<file path="src/rtl/iter_muldiv_pkg.sv">
// Shared types and operation-decode helpers for the iterative RV32M multiply/divide unit.
package iter_muldiv_pkg;

    typedef enum logic [2:0] {
        MUL    = 3'd0,
        MULH   = 3'd1,
        MULHSU = 3'd2,
        MULHU  = 3'd3,
        DIV    = 3'd4,
        DIVU   = 3'd5,
        REM    = 3'd6,
        REMU   = 3'd7
    } muldiv_func_t;

    typedef enum logic [1:0] {
        IDLE = 2'd0,
        CALC = 2'd1,
        FIN  = 2'd2
    } muldiv_state_t;

    function automatic logic is_div(input muldiv_func_t f);
        return f inside {DIV, DIVU, REM, REMU};
    endfunction

    function automatic logic a_signed(input muldiv_func_t f);
        return f inside {MUL, MULH, MULHSU, DIV, REM};
    endfunction

    function automatic logic b_signed(input muldiv_func_t f);
        return f inside {MUL, MULH, DIV, REM};
    endfunction

endpackage

</file>
<file path="src/rtl/muldiv_iter_core.sv">
// Shared hi/lo shift datapath: one shift-add (multiply) or restoring shift-subtract
// (divide) step per enabled cycle on unsigned magnitudes.
module muldiv_iter_core #(
    parameter int WIDTH = 32
) (
    input  logic             clk,
    input  logic             load,
    input  logic             step,
    input  logic             div_mode,
    input  logic [WIDTH-1:0] init_lo,
    input  logic [WIDTH-1:0] init_m,
    output logic [WIDTH-1:0] hi_next,
    output logic [WIDTH-1:0] lo_next
);

    logic [WIDTH-1:0] hi;
    logic [WIDTH-1:0] lo;
    logic [WIDTH-1:0] m;
    logic [WIDTH:0]   sum;
    logic [WIDTH:0]   rem_s;
    logic [WIDTH:0]   trial;

    // Multiply: {hi,lo} = {partial product, remaining multiplier bits}.
    // Divide:   {hi,lo} = {partial remainder, dividend bits / quotient bits}.
    always_comb begin
        sum     = {1'b0, hi} + {1'b0, m};
        rem_s   = {hi, lo[WIDTH-1]};
        trial   = rem_s - {1'b0, m};
        hi_next = hi;
        lo_next = lo;
        if (div_mode) begin
            if (!trial[WIDTH]) begin
                hi_next = trial[WIDTH-1:0];
                lo_next = {lo[WIDTH-2:0], 1'b1};
            end else begin
                hi_next = rem_s[WIDTH-1:0];
                lo_next = {lo[WIDTH-2:0], 1'b0};
            end
        end else if (lo[0]) begin
            {hi_next, lo_next} = {sum, lo[WIDTH-1:1]};
        end else begin
            {hi_next, lo_next} = {1'b0, hi, lo[WIDTH-1:1]};
        end
    end

    always_ff @(posedge clk) begin
        if (load) begin
            hi <= '0;
            lo <= init_lo;
            m  <= init_m;
        end else if (step) begin
            hi <= hi_next;
            lo <= lo_next;
        end
    end

endmodule

</file>
<file path="src/rtl/iter_muldiv_unit.sv">
// Multi-cycle RV32M multiply/divide unit with START/BUSY/DONE handshake.
// Define ITER_MULDIV_FAST_PATH_EN to finish trivial operations in one CALC-free cycle.
module iter_muldiv_unit
    import iter_muldiv_pkg::*;
#(
    parameter int WIDTH = 32
) (
    input  logic             CLK,
    input  logic             RST,
    input  logic             START,
    input  logic [2:0]       FUNC,
    input  logic [WIDTH-1:0] SRC_A,
    input  logic [WIDTH-1:0] SRC_B,
    output logic             BUSY,
    output logic             DONE,
    output logic [WIDTH-1:0] RESULT
);

    localparam int CNT_W = $clog2(WIDTH);
    localparam logic [WIDTH-1:0] MIN_NEG = {1'b1, {(WIDTH-1){1'b0}}};

    function automatic logic [WIDTH-1:0] cond_neg(input logic [WIDTH-1:0] v, input logic neg);
        return neg ? -v : v;
    endfunction

    function automatic logic [2*WIDTH-1:0] cond_neg2(input logic [2*WIDTH-1:0] v, input logic neg);
        return neg ? -v : v;
    endfunction

    muldiv_state_t    state, state_next;
    logic [CNT_W-1:0] cnt;
    muldiv_func_t     func_in, func;
    logic             accept, a_neg, b_neg, div_zero, sgn_ovf, special_in, fast_in;
    logic [WIDTH-1:0] a_mag, b_mag, special_val, init_lo, init_m;
    logic             neg_res, neg_rem, special;
    logic [WIDTH-1:0] special_res;
    logic [WIDTH-1:0] hi_next, lo_next, calc_res;
    logic [2*WIDTH-1:0] prod;

    // Incoming operation decode, only meaningful in the accept cycle
    always_comb begin
        func_in     = muldiv_func_t'(FUNC);
        a_neg       = a_signed(func_in) && SRC_A[WIDTH-1];
        b_neg       = b_signed(func_in) && SRC_B[WIDTH-1];
        a_mag       = cond_neg(SRC_A, a_neg);
        b_mag       = cond_neg(SRC_B, b_neg);
        div_zero    = is_div(func_in) && (SRC_B == '0);
        sgn_ovf     = (func_in == DIV || func_in == REM) && (SRC_A == MIN_NEG) && (SRC_B == '1);
        special_in  = div_zero || sgn_ovf;
        special_val = '0;
        if (div_zero) begin
            special_val = (func_in inside {REM, REMU}) ? SRC_A : '1;
        end else if (sgn_ovf) begin
            special_val = (func_in == DIV) ? SRC_A : '0;
        end
`ifdef ITER_MULDIV_FAST_PATH_EN
        fast_in = special_in || (!is_div(func_in) && (SRC_A == '0 || SRC_B == '0));
`else
        fast_in = 1'b0;
`endif
        init_lo = is_div(func_in) ? a_mag : b_mag;
        init_m  = is_div(func_in) ? b_mag : a_mag;
    end

    assign accept = START && (state == IDLE || state == FIN);

    always_comb begin
        state_next = state;
        BUSY       = (state != IDLE);
        DONE       = (state == FIN);
        case (state)
            IDLE, FIN: begin
                if (START) state_next = fast_in ? FIN : CALC;
                else       state_next = IDLE;
            end
            CALC:    if (cnt == '0) state_next = FIN;
            default: state_next = IDLE;
        endcase
    end

    muldiv_iter_core #(.WIDTH(WIDTH)) u_core (
        .clk      (CLK),
        .load     (accept),
        .step     (state == CALC),
        .div_mode (is_div(func)),
        .init_lo  (init_lo),
        .init_m   (init_m),
        .hi_next  (hi_next),
        .lo_next  (lo_next)
    );

    // Result select works on the core's last-step values so RESULT lands on the FIN entry edge
    always_comb begin
        prod = cond_neg2({hi_next, lo_next}, neg_res);
        case (func)
            MUL:                 calc_res = prod[WIDTH-1:0];
            MULH, MULHSU, MULHU: calc_res = prod[2*WIDTH-1:WIDTH];
            DIV, DIVU:           calc_res = cond_neg(lo_next, neg_res);
            default:             calc_res = cond_neg(hi_next, neg_rem);
        endcase
    end

    always_ff @(posedge CLK) begin
        if (accept) begin
            func        <= func_in;
            neg_res     <= a_neg ^ b_neg;
            neg_rem     <= a_neg;
            special     <= special_in;
            special_res <= special_val;
        end
    end

    always_ff @(posedge CLK) begin
        if (RST) begin
            state  <= IDLE;
            cnt    <= '0;
            RESULT <= '0;
        end else begin
            state <= state_next;
            if (accept) begin
                cnt <= CNT_W'(WIDTH-1);
                if (fast_in) RESULT <= special_val;
            end else if (state == CALC) begin
                if (cnt != '0) cnt <= cnt - CNT_W'(1);
                else           RESULT <= special ? special_res : calc_res;
            end
        end
    end

endmodule

</file>
<file path="config.mk">
export PLATFORM = sky130hd
export DESIGN_NAME = iter_muldiv_unit
export DESIGN_NICKNAME = d
export VERILOG_FILES = /design/src/rtl/iter_muldiv_pkg.sv /design/src/rtl/muldiv_iter_core.sv /design/src/rtl/iter_muldiv_unit.sv
export SDC_FILE = /design/constraint.sdc
export NUM_CORES = 1
export LEC_CHECK = 0
export BUFFER_PORTS_ARGS = -buffer_cell sky130_fd_sc_hd__buf_2
export CAP_MARGIN = 20
export CORE_UTILIZATION = 55
export DETAILED_ROUTE_END_ITERATION = 10
export GPL_TIMING_DRIVEN = 0
export PLACE_DENSITY = 0.73
export SYNTH_ARGS = -nofsm -noshare
export SYNTH_HDL_FRONTEND = slang
export SYNTH_SLANG_ARGS = --single-unit
</file>
<file path="constraint.sdc">
create_clock -name CLK -period 7.2 [get_ports CLK]
set_input_delay 0.36 -clock CLK [delete_from_list [all_inputs] [get_ports CLK]]
set_output_delay 0.36 -clock CLK [all_outputs]
set_load 0.01 [all_outputs]
</file>
==> impl_metrics.tcl <==
set metrics [dict create \
    grt_pass1_wl_mm 111.2 \
    worstReg2RegStart "u_core.m[25]" \
    cts_root_buffer "clkbuf_16" \
    hold_depth 1 \
    dp_slack_ns -0.1564 \
    rows 64 \
    gr-usage-all-layers 0.4845 \
    h-tree-depth 4 \
    numCtsBuffers 17 \
    ys_top_cells_by_area "edfxtp_1, dfxtp_1, mux2i_1" \
    hp-class "in2reg" \
    yosysWarnings 0 \
    status "complete, no violations" \
    power_density_mw_per_mm2 325.1 \
    numClockSinks 173 \
    syn_area_per_cell_um2 7.923 \
    hold_end "func[0]" \
    power_frac_seq 0.237 \
    synth_edf_count 102 \
    synth_top_area_frac 0.1799 \
    coreArea_mm2 0.03051 \
    post_drt_wl_per_cell_um 28.69 \
    drt-pass1-iter-count 8 \
    grt_setup_unrepaired "false" \
    setup.worst_path.start_class "flip-flop" \
    ys_types 98 \
    path_cells "inv_1, ha_1, a21oi_2, o21ai_2, a221o_1, nor3_4, a211oi_2, buf_6, buf_2, clkbuf_1, nand2b_1, a31oi_1, inv_1, ha_1, nand3_1, a2111oi_1, a41oi_1, a222oi_1, nand4_1, buf_4, or3_1, o211a_1, o21ai_1, a32o_1" \
    syn_nets 2292 \
    critical-path-top-delay-family "compound AO/OA/AOI/OAI gates" \
    drive_above_1_share 0.09007 \
    worstHoldStart "FUNC[0]" \
    fin_skew_ns 0.01995 \
    period_share 0.9855 \
    comb_power_share 0.595 \
    cp-end-kind "flip-flop" \
    synth.cell_area_mm2 0.01703 \
    grt_max_degree 77 \
    criticalPathCategory "reg2reg" \
    die_h_um 178.0 \
    clkLatencyLatePin_ns 0.47 \
    min_period_ns 7.096 \
    finalSetupViolCount 0 \
    synthFlopType "edfxtp_1" \
    hold_ws_ns 0.1097 \
    grt_antenna_before_repair 2 \
    internal-power_uw 2923 \
    slew_headroom 0.1873 \
    ios 104 \
    grt_overflow 0 \
    ys_seq_area_frac 0.2634 \
    max_freq_mhz 140.9 \
    fin_nets 2417 \
    cellLeakagePower_uw 0.007318 \
    die_w_um 178.0 \
    hold_viol 0 \
    drcViolationCount 0 \
    portBuffers 102 \
    drv_cap 0 \
    drt-initial-drc-count 2473 \
    ff2ff_path_depth 24 \
    switchingPower_uw 3159 \
    layout_common_cells "nand2_1, a21oi_1, nor2_1, o21ai_0, buf_2" \
    worst_slew_pin_slew_ns 1.213 \
    slowest_delay_ns 0.56 \
    rr_endpoint "RESULT[20]" \
    start_util 0.5581 \
    async_flop_share 0 \
    slowest_stage "edfxtp_1" \
    ys_ff_latch 173 \
    gp_congestion 1.060 \
    peakVddDrop_v 0.0002284 \
    reg2reg_slack_ns 0.10 \
    vias 19260 \
    area_delta_synth_final_pct 9.883 \
    vias_per_cell 7.174 \
    path_clk_slew_ns 0.07 \
    cp_data_required_time_ns 7.61 \
    crit_path_max_fanout 10 \
    swShare 0.5194 \
    dp_hpwl_mm 61.30 \
    hold_buffers 0 \
    syn_inst 2149 \
    routed_wl_mm 77.00 \
    final_antenna_net_count 0 \
    fillCellCount 2815 \
    layout_commonest_cell "nand2_1" \
    slew_viol_final 0 \
    cts.path.max_buffers 2 \
    critPathArrivalTime_ns 7.50 \
    pwr-share-clk 0.168 \
    synth_largest_area_cell "edfxtp_1" \
    setup_ws_ns 0.1041 \
    path_buf_inv 6 \
    cts_tree "yes" \
    dieArea_mm2 0.03167 \
    grt_pass1_vias 17460 \
]
[state kept, by name, summed over array words and instances (netlist names)]
| name | cells |
|---|---|
| RESULT | 32 |
| special_res | 32 |
| u_core.hi | 32 |
| u_core.lo | 32 |
| u_core.m | 32 |
| cnt | 5 |
| func | 3 |
| state | 2 |
| neg_rem | 1 |
| neg_res | 1 |
| special | 1 |
[through the flow]
stage	cell area, um2	total power (uW)	util	cells	TNS (ns)
floorplan	17030	3648	-	2149	0
global placement	18030	4789	0.5911	2647	-0.5505
detailed placement	18070	4832	0.5923	2650	-0.2742
CTS	18680	5844	0.6124	2681	0
global route	18710	6276	0.6133	2684	0
finish	18710	6082	0.6133	2684	0
[how the worst max path moves through the flow]
stage | cells after the start | start | slack, ns | endpoint
floorplan | 24 | u_core.lo[31] | 1.94 | RESULT[24]
global placement | 19 | func[2] | -0.24 | RESULT[20]
detailed placement | 19 | func[2] | -0.16 | RESULT[20]
CTS | 24 | u_core.lo[31] | 0.15 | RESULT[20]
global route | 24 | u_core.m[25] | 0.05 | RESULT[20]
finish | 24 | u_core.m[25] | 0.10 | RESULT[20]
[cells by family after synthesis]
family          synth area share
flops                     0.2634
xor+xnor                 0.07458
mux                      0.07128
compound gates            0.2842
simple gates              0.2036
buf+inv                  0.04842
fa+ha+maj                0.05452
[metal layers]
metal	wire [um]	part of all wire	vias to the layer above	global-route usage
met5	11	0.00014	-	0
met4	6781	0.088	2	0.3657
met3	10530	0.14	428	0.1530
met2	31840	0.41	1524	0.7127
met1	27830	0.36	8929	0.5885
li1	-	-	8372	-
[cells in the mapped netlist (29+ instances only)]
cell / n
nand2_1: 222
a21oi_1: 177
nor2_1: 163
o21ai_0: 144
mux2i_1: 110
edfxtp_1: 102
inv_1: 90
clkbuf_1: 89
xnor2_1: 74
dfxtp_1: 71
ha_1: 71
xor2_1: 71
nor3_1: 67
o21a_1: 53
nand3_1: 38
o31ai_1: 37
or3_1: 34
nand4_1: 33
a211oi_1: 29
[repair_timing]
item | 4_1_cts | 5_1_grt
pin swaps | 0 | 2
hold endpoints to repair | 0 | 0
setup buffers | 0 | 1
setup endpoints to repair | 3 | 10
gates resized for setup | 0 | 4
[worst register-to-register path, cell delays in order, from the launching register on]
cell and delay [ns]:
edfxtp_1 0.56, inv_1 0.08, ha_1 0.41, a21oi_2 0.30
o21ai_2 0.14, a221o_1 0.51, nor3_4 0.33, a211oi_2 0.22
buf_6 0.23, buf_2 0.23, clkbuf_1 0.32, nand2b_1 0.16
a31oi_1 0.16, inv_1 0.25, ha_1 0.37, nand3_1 0.11
a2111oi_1 0.48, a41oi_1 0.15, a222oi_1 0.46, nand4_1 0.17
buf_4 0.22, or3_1 0.44, o211a_1 0.23, o21ai_1 0.31
a32o_1 0.21
[power groups by stage]
stage / logic (uW) / clock network, uW / registers, uW
2_1_floorplan: 2320 / 0 / 1330
3_3_place_gp: 3350 / 0 / 1440
3_5_place_dp: 3390 / 0 / 1440
4_1_cts: 3420 / 1010 / 1420
5_1_grt: 3800 / 1040 / 1440
6_report: 3620 / 1020 / 1440
[cell type report]
type                       count  area (um2)  area share
sequential                   173        4484      0.2397
tap                          396       495.5     0.02648
multi-input combinational   1764       11730      0.6267
timing repair buffer         107       558.0     0.02982
antenna                        1       2.502   0.0001337
inverter                      90       340.3     0.01819
clock inverter                12       171.4    0.009161
buffer                       121       485.5     0.02595
clock buffer                  20       446.7     0.02387
No activity file was read; power rests on OpenSTA's default activity.
